`config.mk`:
```
export PLATFORM = sky130hd
export DESIGN_NAME = tile_layer_gpu
export DESIGN_NICKNAME = d
export VERILOG_FILES = /design/src/rtl/tile_layer_gpu.sv
export SDC_FILE = /design/constraint.sdc
export NUM_CORES = 1
export LEC_CHECK = 0
export ABC_AREA = 1
export BUFFER_PORTS_ARGS = -buffer_cell sky130_fd_sc_hd__buf_2
export CAP_MARGIN = 20
export CELL_PAD_IN_SITES_DETAIL_PLACEMENT = 0
export CELL_PAD_IN_SITES_GLOBAL_PLACEMENT = 2
export CORE_MARGIN = 3
export CORE_UTILIZATION = 29
export DETAILED_ROUTE_END_ITERATION = 10
export GPL_TIMING_DRIVEN = 0
export PLACE_DENSITY_LB_ADDON = 0.1
export SKIP_CTS_REPAIR_TIMING = 1
export SLEW_MARGIN = 25
export SYNTH_ARGS = -nofsm -noshare
export SYNTH_HDL_FRONTEND = slang
export SYNTH_SLANG_ARGS = --single-unit
```
`constraint.sdc`:
```
create_clock -name vga_clk -period 3.3 [get_ports vga_clk]
set_input_delay 0.165 -clock vga_clk [delete_from_list [all_inputs] [get_ports vga_clk]]
set_output_delay 0.165 -clock vga_clk [all_outputs]
set_load 0.01 [all_outputs]
```
`src/rtl/tile_layer_gpu.sv`:
```
// Multi-layer scrolling tile-map renderer: map fetch, texel fetch, then priority compositing.
// Four-stage pipeline; the sync/blank signals go through four flops so they stay aligned with rgb_out.
module tile_layer_gpu #(
    parameter int unsigned TILE_LOG2     = 5,
    parameter int unsigned MAP_COLS_LOG2 = 5,
    parameter int unsigned MAP_ROWS_LOG2 = 5,
    parameter int unsigned TEX_LOG2      = 3,
    parameter int unsigned LAYERS        = 2,
    parameter logic [11:0] KEY_COLOR     = 12'hF0F,
    parameter logic [11:0] BG_COLOR      = 12'h000
) (
    input  logic                   vga_clk,
    input  logic                   rst,
    input  logic [10:0]            hcount_in,
    input  logic [10:0]            vcount_in,
    input  logic                   hsync_in,
    input  logic                   vsync_in,
    input  logic                   hblank_in,
    input  logic                   vblank_in,
    input  logic [LAYERS*11-1:0]   scroll_x,
    input  logic [LAYERS*11-1:0]   scroll_y,
    output logic [LAYERS*32-1:0]   map_addr,
    input  logic [LAYERS*32-1:0]   map_rdata,
    output logic [LAYERS*32-1:0]   tex_addr,
    input  logic [LAYERS*32-1:0]   tex_rdata,
    output logic                   map_en,
    output logic                   tex_en,
    output logic [3:0]             map_we,
    output logic [3:0]             tex_we,
    output logic                   hsync_out,
    output logic                   vsync_out,
    output logic                   hblank_out,
    output logic                   vblank_out,
    output logic [11:0]            rgb_out,
    output logic                   frame_start
);

    localparam int unsigned PX_W      = TILE_LOG2 + MAP_COLS_LOG2;
    localparam int unsigned PY_W      = TILE_LOG2 + MAP_ROWS_LOG2;
    localparam int unsigned MAP_IDX_W = MAP_ROWS_LOG2 + MAP_COLS_LOG2;
    localparam int unsigned TEX_IDX_W = TEX_LOG2 + 2 * TILE_LOG2;

    logic [10:0]           sx_q      [LAYERS];
    logic [10:0]           sy_q      [LAYERS];
    logic [TILE_LOG2-1:0]  px_lo_q   [LAYERS];
    logic [TILE_LOG2-1:0]  py_lo_q   [LAYERS];
    logic [11:0]           texel_q   [LAYERS];
    logic [LAYERS-1:0]     en1_q;
    logic [LAYERS-1:0]     en2_q;
    logic                  vsync_prev_q;
    logic [3:0]            hsync_d_q;
    logic [3:0]            vsync_d_q;
    logic [3:0]            hblank_d_q;
    logic [3:0]            vblank_d_q;

    logic [PX_W-1:0]       px_c      [LAYERS];
    logic [PY_W-1:0]       py_c      [LAYERS];
    logic [MAP_IDX_W-1:0]  map_idx_c [LAYERS];
    logic [TILE_LOG2-1:0]  tx_c      [LAYERS];
    logic [TILE_LOG2-1:0]  ty_c      [LAYERS];
    logic [TEX_IDX_W-1:0]  tex_idx_c [LAYERS];
    logic [11:0]           pix_c;
    logic                  vsync_rise_c;
    logic                  unused_rdata_c;

    assign map_en = 1'b1;
    assign tex_en = 1'b1;
    assign map_we = 4'h0;
    assign tex_we = 4'h0;

    assign hsync_out  = hsync_d_q[3];
    assign vsync_out  = vsync_d_q[3];
    assign hblank_out = hblank_d_q[3];
    assign vblank_out = vblank_d_q[3];

    assign vsync_rise_c = vsync_in & ~vsync_prev_q;

    // Only the entry fields and the low 12 texel bits carry meaning; the rest of each word is ignored.
    assign unused_rdata_c = ^{map_rdata, tex_rdata};

    // Stage 0 wrapped pixel coordinates and stage 1 flipped texel coordinates.
    always_comb begin
        for (int n = 0; n < LAYERS; n++) begin
            px_c[n]      = PX_W'(hcount_in + sx_q[n]);
            py_c[n]      = PY_W'(vcount_in + sy_q[n]);
            map_idx_c[n] = {py_c[n][PY_W-1:TILE_LOG2], px_c[n][PX_W-1:TILE_LOG2]};
            tx_c[n]      = map_rdata[32*n + 15] ? ~px_lo_q[n] : px_lo_q[n];
            ty_c[n]      = map_rdata[32*n + 14] ? ~py_lo_q[n] : py_lo_q[n];
            tex_idx_c[n] = {map_rdata[32*n +: TEX_LOG2], ty_c[n], tx_c[n]};
        end
    end

    // Highest-index opaque, enabled layer wins.
    always_comb begin
        pix_c = BG_COLOR;
        for (int n = 0; n < LAYERS; n++) begin
            if (en2_q[n] && (texel_q[n] != KEY_COLOR)) begin
                pix_c = texel_q[n];
            end
        end
    end

    always_ff @(posedge vga_clk or negedge rst) begin
        if (!rst) begin
            vsync_prev_q <= 1'b0;
            frame_start  <= 1'b0;
            map_addr     <= '0;
            tex_addr     <= '0;
            en1_q        <= '0;
            en2_q        <= '0;
            for (int n = 0; n < LAYERS; n++) begin
                sx_q[n]    <= '0;
                sy_q[n]    <= '0;
                px_lo_q[n] <= '0;
                py_lo_q[n] <= '0;
                texel_q[n] <= '0;
            end
            hsync_d_q  <= '0;
            vsync_d_q  <= '0;
            hblank_d_q <= '1;
            vblank_d_q <= '1;
            rgb_out    <= '0;
        end else begin
            vsync_prev_q <= vsync_in;
            frame_start  <= vsync_rise_c;
            for (int n = 0; n < LAYERS; n++) begin
                // The latch edge still renders with the old scroll; the new value applies from the next pixel.
                if (vsync_rise_c) begin
                    sx_q[n] <= scroll_x[11*n +: 11];
                    sy_q[n] <= scroll_y[11*n +: 11];
                end
                map_addr[32*n +: 32] <= 32'({map_idx_c[n], 2'b00});
                px_lo_q[n]           <= px_c[n][TILE_LOG2-1:0];
                py_lo_q[n]           <= py_c[n][TILE_LOG2-1:0];
                tex_addr[32*n +: 32] <= 32'({tex_idx_c[n], 2'b00});
                en1_q[n]             <= map_rdata[32*n + 13];
                texel_q[n]           <= tex_rdata[32*n +: 12];
                en2_q[n]             <= en1_q[n];
            end
            hsync_d_q  <= {hsync_d_q[2:0], hsync_in};
            vsync_d_q  <= {vsync_d_q[2:0], vsync_in};
            hblank_d_q <= {hblank_d_q[2:0], hblank_in};
            vblank_d_q <= {vblank_d_q[2:0], vblank_in};
            rgb_out    <= (hblank_d_q[2] | vblank_d_q[2]) ? 12'h000 : pix_c;
        end
    end

endmodule

```
==> impl_results.md, run 1 <==
- Result of the run: finished, final reports clean
- Fraction of layout cells with a size suffix above 1: 26.8%
- HP Start: scroll_x[11]
- Leading post-synthesis cells by cell area: sky130_fd_sc_hd__dfrtp_1 (50%), sky130_fd_sc_hd__nand2_1 (12%), sky130_fd_sc_hd__buf_4 (9.0%)
- Multiplexer fraction of the synthesized cell area: 0%
- Total iterations of the first detailed-routing run: 5
- Setup_tns: 0 ns
- Startpoint of the most critical setup path: sy_q[11]$_DFFE_PN0P_
- Number of remaining DRC errors: 0
- Maximum number of buffers from clock root to sink: 2
- Global-route wire length before repair: 30000 um
- Sequential cell area fraction in the yosys report: 53.0%
- Initial antenna violation count: 1
- Setup skew after layout: 0.0150 ns
- Post-synthesis register bit count: 163
- Cells on Worst Hold Path: 3
- Initial Util: 29.5%
- Post-route ant nets: 0
- Cts bufs inserted: 17
- Leakage dissipation: 5.86 nW
- Dominant cell type by area after synthesis: sky130_fd_sc_hd__dfrtp_1
- Share of the synthesized area in the top cell type: 50.3%
- Max-slew violation count: 0
- Most repeated cell in the gate-level netlist after synthesis: sky130_fd_sc_hd__nand2_1
- Area added between synthesis and finish: 38.7%
- Crit start category: flop
- Final hold viol count: 0
- DIE AREA: 0.0286 mm2
- Worst reg-to-reg path cell count: 7
- Area of the mapped netlist: 0.00772 mm2
- Share of flip-flops with an asynchronous set or reset: 100%
- Cell count after synthesis: 814
- Worst skew pair latency: 0.43 ns
- TritonCTS clock tree: done
- Ranking of synthesized cells by instance count: sky130_fd_sc_hd__nand2_1 (243), sky130_fd_sc_hd__dfrtp_1 (155), sky130_fd_sc_hd__buf_4 (93)
- # rows: 59
- Root buffer selected by CTS: sky130_fd_sc_hd__clkbuf_16
- Power density over the cells: 541 mW/mm2
- Share of synthesized cell area in full adder, half adder and majority cells: 6.87%
- Average detailed-routed wire length per instance: 12.8 um
- Ports: 355
- Pin count of the biggest net entering global routing: 74
- Worst path arrival time: 2.18 ns
- Simple-gate share of the synthesized area: 18.2%
- DR vias: 5769
- Count of warnings emitted by yosys: 0
- Number of violations reported at the end of detailed-routing iteration 0: 258
- Count of different cell masters after synthesis: 27
- Number of enable-type register cells in the synthesized netlist: 0
- Count of final setup violators: 0
- Final layout net count: 1402
- Final global-route overflow total: 0
- GRT Total Usage: 13.5%
- Post-Route Hold Slack: 0.0129 ns
- Min Clock Period, post-route: 1.84 ns
- Via-to-Cell Ratio: 3.82
- Maximum vdd drop: 0.270 mV
- Final estimated routing congestion in global placement: 0.756
- Setup repair after global routing missed its margin: no
- Routed Wire Length: 19400 um
- Synthesized area per cell: 9.48 um2
- Detailed placer's ending HPWL: 15000 um
- Crit Path Category: reg -> reg
- Hold WC Path Type: in -> reg
- Number of global-route vias before repair: 5546
- Sinks on Clock Net: 163
- Count of port buffers added during placement: 160
- Worst Path Required: 3.64 ns
- Maximum achievable frequency: 545 MHz
- Kind of capture point of the worst setup path: flop
- Area fraction in compound gates after synthesis: 2.76%
- Launch point of the worst reg-to-reg path: sy_q[11]$_DFFE_PN0P_
- Number of H-tree branching levels: 4
- XOR/XNOR share of the synthesized area: 5.45%
- Post-route fraction of the period consumed by the critical path: 55.6%
- Worst-path clk slew: 0.07 ns
- Highest fanout seen on the critical path: 4
- Combinational family with the most area after synthesis: simple AND/OR/NAND/NOR gates
- Prevailing post-synth register cell: sky130_fd_sc_hd__dfrtp_1
- Number of violations of the max-capacitance limit: 0
- Height of the die: 169 um
- Standard cell core area: 0.0261 mm2
- Die Width: 169 um
worst max-delay path, stage by stage, from the launching register on:
cell                      delay [ns]
sky130_fd_sc_hd__dfrtp_1        0.39
sky130_fd_sc_hd__ha_1           0.28
sky130_fd_sc_hd__inv_1          0.08
sky130_fd_sc_hd__fa_1           0.42
sky130_fd_sc_hd__o21ai_2        0.25
sky130_fd_sc_hd__nand2_1        0.08
sky130_fd_sc_hd__nand2_1        0.08
sky130_fd_sc_hd__xor2_1         0.17
power by group:
part	internal, mW	leakage, nW	total, mW	switching [mW]
clock	1.08	0.290	2.00	0.921
combinational	0.580	3.63	1.33	0.749
sequential	2.33	1.94	2.46	0.126
total	3.99	5.86	5.79	1.80
kinds of logic after synthesis:
group / after synthesis
AOI/OAI and AO/OA: 37
xor gates and xnor gates: 48
adders and majority gates: 40
buffers and inverters: 179
DFF: 163
other: 2
and+or+nand+nor: 345
final timing paths:
check                                         end  slack [ns]
min in group asynchronous    texel_q[6]$_DFF_PN0_        0.19
setup / recovery            map_addr[8]$_DFF_PN0_        1.46
max in group asynchronous   map_addr[7]$_DFF_PN0_        2.12
hold / removal                sx_q[0]$_DFFE_PN0P_        0.01
hold reg to reg            hsync_d_q[3]$_DFF_PN0_        0.35
setup reg to reg            map_addr[8]$_DFF_PN0_        1.46
sequential cells by signal, summed over array words and instances, names as in the netlist, 4 cells and up:
register	flops
tex_addr	26
texel_q	24
map_addr	20
sx_q	20
sy_q	20
rgb_out	12
px_lo_q	10
py_lo_q	10
hblank_d_q	4
hsync_d_q	4
vblank_d_q	4
vsync_d_q	4
cell type report:
type / instances / area [um2]
Fill cell: 2715 / 15400
Sequential cell: 163 / 4090
Multi-Input combinational cell: 562 / 2920
Timing Repair Buffer: 239 / 1640
Buffer: 109 / 788
Clock buffer: 17 / 425
Tap cell: 335 / 419
Inverter: 70 / 263
Clock inverter: 15 / 165
Antenna cell: 1 / 2.50
per-layer routing:
| metal | vias up | track usage (%) | part of all wire (%) |
|---|---|---|---|
| met3 | 13 | 3.91 | 5.3 |
| met2 | 160 | 21.1 | 46 |
| li1 | 3042 | - | - |
| met1 | 2554 | 18.6 | 48 |
| met5 | - | 0 | 0 |
| met4 | 0 | 3.52 | 1.0 |
metrics by stage:
step           utilization, %  total power [mW]  cells  area (um2)  setup slack (ns)
2_1_floorplan               -              3.26    904        8060              1.81
3_3_place_gp             35.5              3.76   1399        9280            -0.599
3_5_place_dp             35.7              3.77   1401        9340              1.49
4_1_cts                  38.0              5.82   1433        9930              1.46
5_1_grt                  41.0              6.17   1511       10700              1.31
6_report                 41.0              5.79   1511       10700              1.46
placed cells by master (no fill, tap or decap), types with 17 or more instances in the layout:
master / Yosys / routed
sky130_fd_sc_hd__clkbuf_16: 0 / 17
sky130_fd_sc_hd__a21oi_1: 21 / 21
sky130_fd_sc_hd__inv_1: 69 / 69
sky130_fd_sc_hd__dlygate4sd3_1: 0 / 77
sky130_fd_sc_hd__buf_4: 93 / 93
sky130_fd_sc_hd__nand2_1: 243 / 243
sky130_fd_sc_hd__ha_1: 36 / 36
sky130_fd_sc_hd__nand3_1: 38 / 38
sky130_fd_sc_hd__dfrtp_1: 155 / 155
sky130_fd_sc_hd__xor2_1: 40 / 40
sky130_fd_sc_hd__nor2_1: 46 / 46
sky130_fd_sc_hd__conb_1: 2 / 92
sky130_fd_sc_hd__buf_2: 9 / 168
Power figures use the tool's default switching activity.
==> inputs of run 2 (changes only) <==
--- a/config.mk
+++ b/config.mk
@@ -5,13 +5,13 @@
 export SDC_FILE = /design/constraint.sdc
 export NUM_CORES = 1
 export LEC_CHECK = 0
-export ABC_AREA = 1
+export ABC_AREA = 0
 export BUFFER_PORTS_ARGS = -buffer_cell sky130_fd_sc_hd__buf_2
 export CAP_MARGIN = 20
 export CELL_PAD_IN_SITES_DETAIL_PLACEMENT = 0
 export CELL_PAD_IN_SITES_GLOBAL_PLACEMENT = 2
 export CORE_MARGIN = 3
-export CORE_UTILIZATION = 29
+export CORE_UTILIZATION = 28
 export DETAILED_ROUTE_END_ITERATION = 10
 export GPL_TIMING_DRIVEN = 0
 export PLACE_DENSITY_LB_ADDON = 0.1
==> constraint.sdc (replaced) <==
create_clock -name vga_clk -period 1.76 [get_ports vga_clk]
set_input_delay 0.088 -clock vga_clk [delete_from_list [all_inputs] [get_ports vga_clk]]
set_output_delay 0.088 -clock vga_clk [all_outputs]
set_load 0.01 [all_outputs]
==> run 2 against run 1 <==
Against the previous run:
- the run now ends with negative setup slack left
- sequential power up 93%
- first-iteration DRC count decreased by 34%
- worst setup slack worse by 1.5 ns
- register-to-register slack lost 1.5 ns
- flip-flop and latch count unchanged
- routed wire length shrank 10%
- clock power up 100%
- critical path type unchanged
- core utilization increased by 1.4 points
==> impl_results.md, run 2 <==
- Result of the run: finished, violations left
- Failing checks: negative setup slack
- Number of H-tree branching levels: 4 (unchanged)
- GRT Total Usage: 11.8% (-1.8 points)
- Worst max-slew margin expressed relative to the limit: 60.6%
- Synthesized area per cell: 12.7 um2 (+34%)
- Via-to-Cell Ratio: 3.89 (+1.9%)
- Number of violations of the max-capacitance limit: 0 (unchanged)
- Post-Route Hold Slack: 0.0531 ns (+0.0402 ns)
- Cts bufs inserted: 17 (unchanged)
- Post-route design area: 0.0108 mm2 (+1.1%)
- Share of power burned in the clock network: 34.1% (-0.5 points)
- Pin count of the biggest net entering global routing: 86 (+16%)
- Final hold viol count: 0 (unchanged)
- Max-slew violation count: 0 (unchanged)
- Count of final setup violators: 1 (+1)
- Leakage dissipation: 5.31 nW (-9.4%)
- Internal portion of total power: 8.28 mW (+110%)
- Dominant cell type by area after synthesis: sky130_fd_sc_hd__dfrtp_1
- DIE AREA: 0.0283 mm2 (-0.98%)
- Most repeated cell in the gate-level netlist after synthesis: sky130_fd_sc_hd__dfrtp_1
- Final design utilization: 42.4% (+1.4 points)
- TritonCTS clock tree: done
- Startpoint of the most critical setup path: sy_q[11]$_DFFE_PN0P_
- Area of the mapped netlist: 0.00738 mm2 (-4.4%)
- Flip-flop count of the largest register after layout: 26 (unchanged)
- Number of violations reported at the end of detailed-routing iteration 0: 170 (-34%)
- Share of the synthesized area in the top cell type: 52.6% (+2.3 points)
- FILL cells: 2509 (-7.6%)
- Worst Setup Slack, final: -0.0557 ns (-1.52 ns)
- Worst-path clk slew: 0.07 ns (about the same)
- Multi-input gate area: 0.00309 mm2 (+5.8%)
- Leading cell types in the layout, fill and taps excluded: sky130_fd_sc_hd__buf_2 (164), sky130_fd_sc_hd__dfrtp_1 (155), sky130_fd_sc_hd__buf_4 (100), sky130_fd_sc_hd__conb_1 (92), sky130_fd_sc_hd__dlygate4sd3_1 (83)
- Net switching power figure: 3.44 mW (+91%)
- Fraction of layout cells with a size suffix above 1: 42.3% (+15 points)
- Maximum achievable frequency: 551 MHz (+1.1%)
- Sequential share of power: 40.5% (-1.9 points)
- Setup repair after global routing missed its margin: yes
- Count of different cell masters after synthesis: 37 (+37%)
- Number of global-route vias before repair: 4918 (-11%)
- Count of port buffers added during placement: 160 (unchanged)
- Setup skew after layout: 0.00867 ns (-0.00632 ns)
- Count of warnings emitted by yosys: 0 (unchanged)
- Biggest registers after layout: tex_addr x26, texel_q x24
- Power density over the cells: 1080 mW/mm2 (+100%)
- Sinks on Clock Net: 163 (unchanged)
- Post-route ant nets: 0 (unchanged)
- Slew of the pin with the lowest slew margin: 0.591 ns
- DR vias: 5009 (-13%)
- Ranking of synthesized cells by instance count: sky130_fd_sc_hd__dfrtp_1 (155), sky130_fd_sc_hd__buf_4 (92), sky130_fd_sc_hd__nor2_1 (38)
- Number of enable-type register cells in the synthesized netlist: 0 (unchanged)
- Register area: 0.00409 mm2 (unchanged)
- Root buffer selected by CTS: sky130_fd_sc_hd__clkbuf_16
- Final estimated routing congestion in global placement: 0.778 (+2.8%)
- Total iterations of the first detailed-routing run: 4 (-1)
- Average detailed-routed wire length per instance: 13.5 um (+5.6%)
- Kind of capture point of the worst setup path: flop
- Min Clock Period, post-route: 1.82 ns (-0.0199 ns)
- Most common cell after layout, fill and taps aside: sky130_fd_sc_hd__buf_2
- Detailed placer's ending HPWL: 13000 um (-13%)
- Maximum vdd drop: 0.678 mV (+150%)
- Crit start category: flop
- Combinational share of power: 25.4% (+2.4 points)
- Area added between synthesis and finish: 46.8%
- Post-route fraction of the period consumed by the critical path: 103% (+48 points)
- Launch point of the worst reg-to-reg path: sy_q[11]$_DFFE_PN0P_
- Global-route wire length before repair: 26000 um (-13%)
- Die Width: 168 um (-0.49%)
- Switching part of the total: 29.3% (-1.7 points)
- Hold WC Path Type: in -> reg
- Number of remaining DRC errors: 0 (unchanged)
- Initial antenna violation count: 1 (unchanged)
- Worst path arrival time: 2.12 ns (-0.06 ns)
- Highest fanout seen on the critical path: 2 (-2)
- Initial Util: 28.9% (-0.66 points)
- Leading post-synthesis cells by cell area: sky130_fd_sc_hd__dfrtp_1 (53%), sky130_fd_sc_hd__buf_4 (9.4%), sky130_fd_sc_hd__ha_1 (6.1%)
- Maximum number of buffers from clock root to sink: 2 (unchanged)
- Height of the die: 168 um (-0.49%)
- Standard cell core area: 0.0255 mm2 (-2.3%)
- Worst Path Required: 2.07 ns (-1.57 ns)
- Post-synthesis register bit count: 163 (unchanged)
- Worst skew pair latency: 0.42 ns (about the same)
- HP Start: map_rdata[15]
- Prevailing post-synth register cell: sky130_fd_sc_hd__dfrtp_1
- Ports: 355 (unchanged)
- Final layout net count: 1183 (-16%)
- Routed Wire Length: 17400 um (-10%)
- Top register by number of flip-flops: tex_addr
- Placement Cell Area: 0.00896 mm2 (-4.0%)
- Final global-route overflow total: 0 (unchanged)
- Cell count after synthesis: 582 (-29%)
- # rows: 58 (-1.7%)
- Share of flip-flops with an asynchronous set or reset: 100% (unchanged)
- Sequential cell area fraction in the yosys report: 55.4% (+2.5 points)
- Crit Path Category: reg -> reg
## run 2: area by class of cell
type / count / share of cell area [%]
sequential: 163 / 37.8
multi-input combinational: 378 / 28.5
timing repair buffer: 252 / 16.0
buffer: 104 / 7.04
clock buffer: 17 / 3.93
tap: 330 / 3.81
clock inverter: 15 / 2.01
inverter: 27 / 0.936
antenna: 1 / 0.0231
## run 2: worst max-delay path: stages, from the launching register on
cell                        delay (ns)
sky130_fd_sc_hd__dfrtp_1          0.39
sky130_fd_sc_hd__ha_2             0.20
sky130_fd_sc_hd__inv_2            0.06
sky130_fd_sc_hd__fa_2             0.21
sky130_fd_sc_hd__nor2b_2          0.05
sky130_fd_sc_hd__o2111ai_2        0.19
sky130_fd_sc_hd__nand3_2          0.14
sky130_fd_sc_hd__o41ai_4          0.36
sky130_fd_sc_hd__xnor2_1          0.11
## run 2: power groups by stage
stage	combinational, mW	sequential [mW]	clock (mW)
6_report	2.97	4.74	4.00
5_1_grt	3.30	4.83	4.32
4_1_cts	2.60	4.74	4.15
3_5_place_dp	2.59	4.80	0
3_3_place_gp	2.56	4.80	0
2_1_floorplan	1.44	4.97	0
## run 2: kinds of logic after synthesis
logic type      share of synthesized area [%]
fa+ha+maj                                7.19
compound gates                           7.06
other cells                             0.102
mux                                      5.50
xor+xnor                                 6.65
buf+inv                                  11.7
flops                                    55.4
simple gates                             6.36
## run 2: final timing paths
path	depth (start not counted)	slack (ns)	to
max	8	-0.06	map_addr[10]$_DFF_PN0_
max in group asynchronous	3	0.70	sx_q[20]$_DFFE_PN0P_
min in group asynchronous	2	0.23	rgb_out[4]$_DFF_PN0_
min reg2reg	0	0.35	vsync_d_q[2]$_DFF_PN0_
min	2	0.05	tex_addr[3]$_DFF_PN0_
max reg2reg	8	-0.06	map_addr[10]$_DFF_PN0_
## run 2: through the flow
| stage | cells | TNS [ns] | total power, mW | setup WS, ns |
|---|---|---|---|---|
| 2_1_floorplan | 672 | 0 | 6.41 | 0.139 |
| 3_5_place_dp | 1163 | -0.679 | 7.39 | -0.191 |
| 5_1_grt | 1287 | -0.562 | 12.4 | -0.181 |
| 3_3_place_gp | 1162 | -301.58 | 7.36 | -1.91 |
| 6_report | 1287 | -0.0557 | 11.7 | -0.0557 |
| 4_1_cts | 1195 | -0.755 | 11.5 | -0.183 |
## run 2: layer usage
| layer | GRT usage, % | routed length (um) | vias up |
|---|---|---|---|
| met2 | 18.7 | 8230 | 169 |
| li1 | - | - | 2490 |
| met5 | 0 | 0 | - |
| met3 | 5.28 | 1280 | 15 |
| met1 | 14.6 | 7690 | 2335 |
| met4 | 3.17 | 242 | 0 |
==> inputs of run 3 (changes only) <==
==> constraint.sdc (replaced) <==
create_clock -name vga_clk -period 1.76 [get_ports vga_clk]
set_input_delay 0.176 -clock vga_clk [delete_from_list [all_inputs] [get_ports vga_clk]]
set_output_delay 0.176 -clock vga_clk [all_outputs]
set_load 0.01 [all_outputs]
==> run 3 against run 2 <==
Against the previous run:
- the flow still finishes with violations (negative setup slack)
- final area shrank 0.65%
- sequential share of layout area grew 0.25 points
- combinational power is essentially flat
- register-to-register slack is essentially flat
- critical path depth is the same
- final cell count shrank 0.54%
- worst hold slack lost 0.043 ns
- critical path type unchanged
- critical endpoint unchanged
==> impl_results.md, run 3 (synthesis gave the netlist of run 2 again) <==
- Leakage dissipation: 5.28 nW (-0.55%)
- # rows: 58 (unchanged)
- Standard cell core area: 0.0255 mm2 (unchanged)
- Failing checks: negative setup slack
- Crit Path Category: reg -> reg
- Final hold viol count: 0 (unchanged)
- Maximum achievable frequency: 550 MHz (about the same)
- Result of the run: finished, violations left
- Max-slew violation count: 0 (unchanged)
- Biggest registers after layout: tex_addr x26, texel_q x24
- Cts bufs inserted: 17 (unchanged)
- Power density over the cells: 1090 mW/mm2 (+0.40%)
- Leading cell types in the layout, fill and taps excluded: sky130_fd_sc_hd__buf_2 (164), sky130_fd_sc_hd__dfrtp_1 (155), sky130_fd_sc_hd__buf_4 (100), sky130_fd_sc_hd__conb_1 (92), sky130_fd_sc_hd__dlygate4sd3_1 (76)
- Post-route insts no fill: 1280 (-0.54%)
- Worst path arrival time: 2.12 ns (about the same)
- Detailed placer's ending HPWL: 13000 um (unchanged)
- Number of remaining DRC errors: 0 (unchanged)
- Final global-route overflow total: 0 (unchanged)
- Maximum vdd drop: 0.676 mV (-0.23%)
- GRT Total Usage: 11.8% (unchanged)
- Worst Path Required: 2.07 ns (about the same)
- Worst skew pair latency: 0.42 ns (about the same)
- Initial Util: 28.9% (unchanged)
- Final estimated routing congestion in global placement: 0.778 (unchanged)
- Crit start category: flop
- Number of violations reported at the end of detailed-routing iteration 0: 181 (+6.5%)
- Root buffer selected by CTS: sky130_fd_sc_hd__clkbuf_16
- Kind of capture point of the worst setup path: flop
- Via-to-Cell Ratio: 3.90 (+0.13%)
- Post-route fraction of the period consumed by the critical path: 103% (about the same)
- Height of the die: 168 um (unchanged)
- Highest fanout seen on the critical path: 2 (unchanged)
- Number of H-tree branching levels: 4 (unchanged)
- Most common cell after layout, fill and taps aside: sky130_fd_sc_hd__buf_2
- Total iterations of the first detailed-routing run: 4 (unchanged)
- Hold WC Path Type: in -> reg
- R2r setup slk: -0.06 ns (about the same)
- Worst Setup Slack, final: -0.0567 ns (-0.000988 ns)
- Min Clock Period, post-route: 1.82 ns (+0.000988 ns)
- Worst max-slew margin expressed relative to the limit: 60.7% (+0.13 points)
- Setup skew after layout: 0.00883 ns (+0.000162 ns)
- DIE AREA: 0.0283 mm2 (unchanged)
- Routed Wire Length: 17400 um (-0.13%)
- Initial antenna violation count: 1 (unchanged)
- Number of violations of the max-capacitance limit: 0 (unchanged)
- Worst-path clk slew: 0.07 ns (about the same)
- Top register by number of flip-flops: tex_addr
- Pin count of the biggest net entering global routing: 86 (unchanged)
- Ports: 355 (unchanged)
- Final design utilization: 42.1% (-0.27 points)
- Sinks on Clock Net: 163 (unchanged)
- Post-placement cell count: 1163 (unchanged)
- Number of global-route vias before repair: 4918 (unchanged)
- Count of final setup violators: 1 (unchanged)
- FILL cells: 2516 (+0.28%)
- Count of port buffers added during placement: 160 (unchanged)
- Average detailed-routed wire length per instance: 13.6 um (+0.42%)
- TritonCTS clock tree: done
- Global-route wire length before repair: 26000 um (unchanged)
- Maximum number of buffers from clock root to sink: 2 (unchanged)
- Flip-flop count of the largest register after layout: 26 (unchanged)
- DR vias: 4988 (-0.42%)
- Die Width: 168 um (unchanged)
- Area added between synthesis and finish: 45.8%
- Post-route ant nets: 0 (unchanged)
- Fraction of layout cells with a size suffix above 1: 42.6% (+0.31 points)
- Slew of the pin with the lowest slew margin: 0.589 ns (-0.00192 ns)
- Setup repair after global routing missed its margin: yes
- Final layout net count: 1176 (-0.59%)
==> run 3: area by class of cell <==
| type | instances | area (um2) | area share (%) |
|---|---|---|---|
| clock buffer | 17 | 425 | 3.96 |
| clock inverter | 15 | 218 | 2.02 |
| sequential | 163 | 4090 | 38.0 |
| multi-input combinational | 378 | 3090 | 28.7 |
| inverter | 27 | 101 | 0.942 |
| tap | 330 | 413 | 3.84 |
| buffer | 104 | 762 | 7.08 |
| antenna | 1 | 2.50 | 0.0233 |
| timing repair buffer | 245 | 1660 | 15.4 |
==> run 3: metal layers <==
| layer | up-vias | GRT usage [%] | routed length, um |
|---|---|---|---|
| li1 | 2474 | - | - |
| met1 | 2328 | 14.6 | 7690 |
| met2 | 171 | 18.7 | 8190 |
| met3 | 15 | 5.28 | 1290 |
| met4 | 0 | 3.17 | 242 |
| met5 | - | 0 | 0 |
==> run 3: path summary, 6_finish.rpt <==
kind	from	endpoint	cells past startpoint
max reg2reg	sy_q[11]$_DFFE_PN0P_	map_addr[10]$_DFF_PN0_	8
max in group asynchronous	rst	sx_q[20]$_DFFE_PN0P_	3
min reg2reg	vsync_d_q[1]$_DFF_PN0_	vsync_d_q[2]$_DFF_PN0_	0
max	sy_q[11]$_DFFE_PN0P_	map_addr[10]$_DFF_PN0_	8
min in group asynchronous	rst	rgb_out[4]$_DFF_PN0_	2
min	scroll_y[4]	sy_q[15]$_DFFE_PN0P_	2
==> run 3: power breakdown <==
part | total [mW] | switching, mW | internal, mW
Clock | 3.99 | 1.68 | 2.31
Sequential | 4.74 | 0.285 | 4.46
Combinational | 2.95 | 1.46 | 1.48
Total | 11.7 | 3.43 | 8.25
==> run 3: metrics by stage <==
step | setup slack, ns | TNS, ns | instance area (um2) | total power [mW] | hold WS (ns)
finish | -0.0567 | -0.0567 | 10800 | 11.7 | 0.0106
global placement | -2.00 | -315.93 | 8930 | 7.36 | 0.284
global route | -0.181 | -0.563 | 10800 | 12.4 | 0.00237
CTS | -0.183 | -0.755 | 9610 | 11.5 | -0.257
floorplan | 0.139 | 0 | 7710 | 6.41 | -0.120
detailed placement | -0.191 | -0.679 | 8960 | 7.39 | 0.204
==> run 3: worst max-delay path, cell delays in order (launching register included) <==
cell and delay [ns]:
sky130_fd_sc_hd__dfrtp_1 0.39, sky130_fd_sc_hd__ha_2 0.20, sky130_fd_sc_hd__inv_2 0.06, sky130_fd_sc_hd__fa_2 0.21, sky130_fd_sc_hd__nor2b_2 0.05, sky130_fd_sc_hd__o2111ai_2 0.19
sky130_fd_sc_hd__nand3_2 0.14, sky130_fd_sc_hd__o41ai_4 0.36, sky130_fd_sc_hd__xnor2_1 0.11
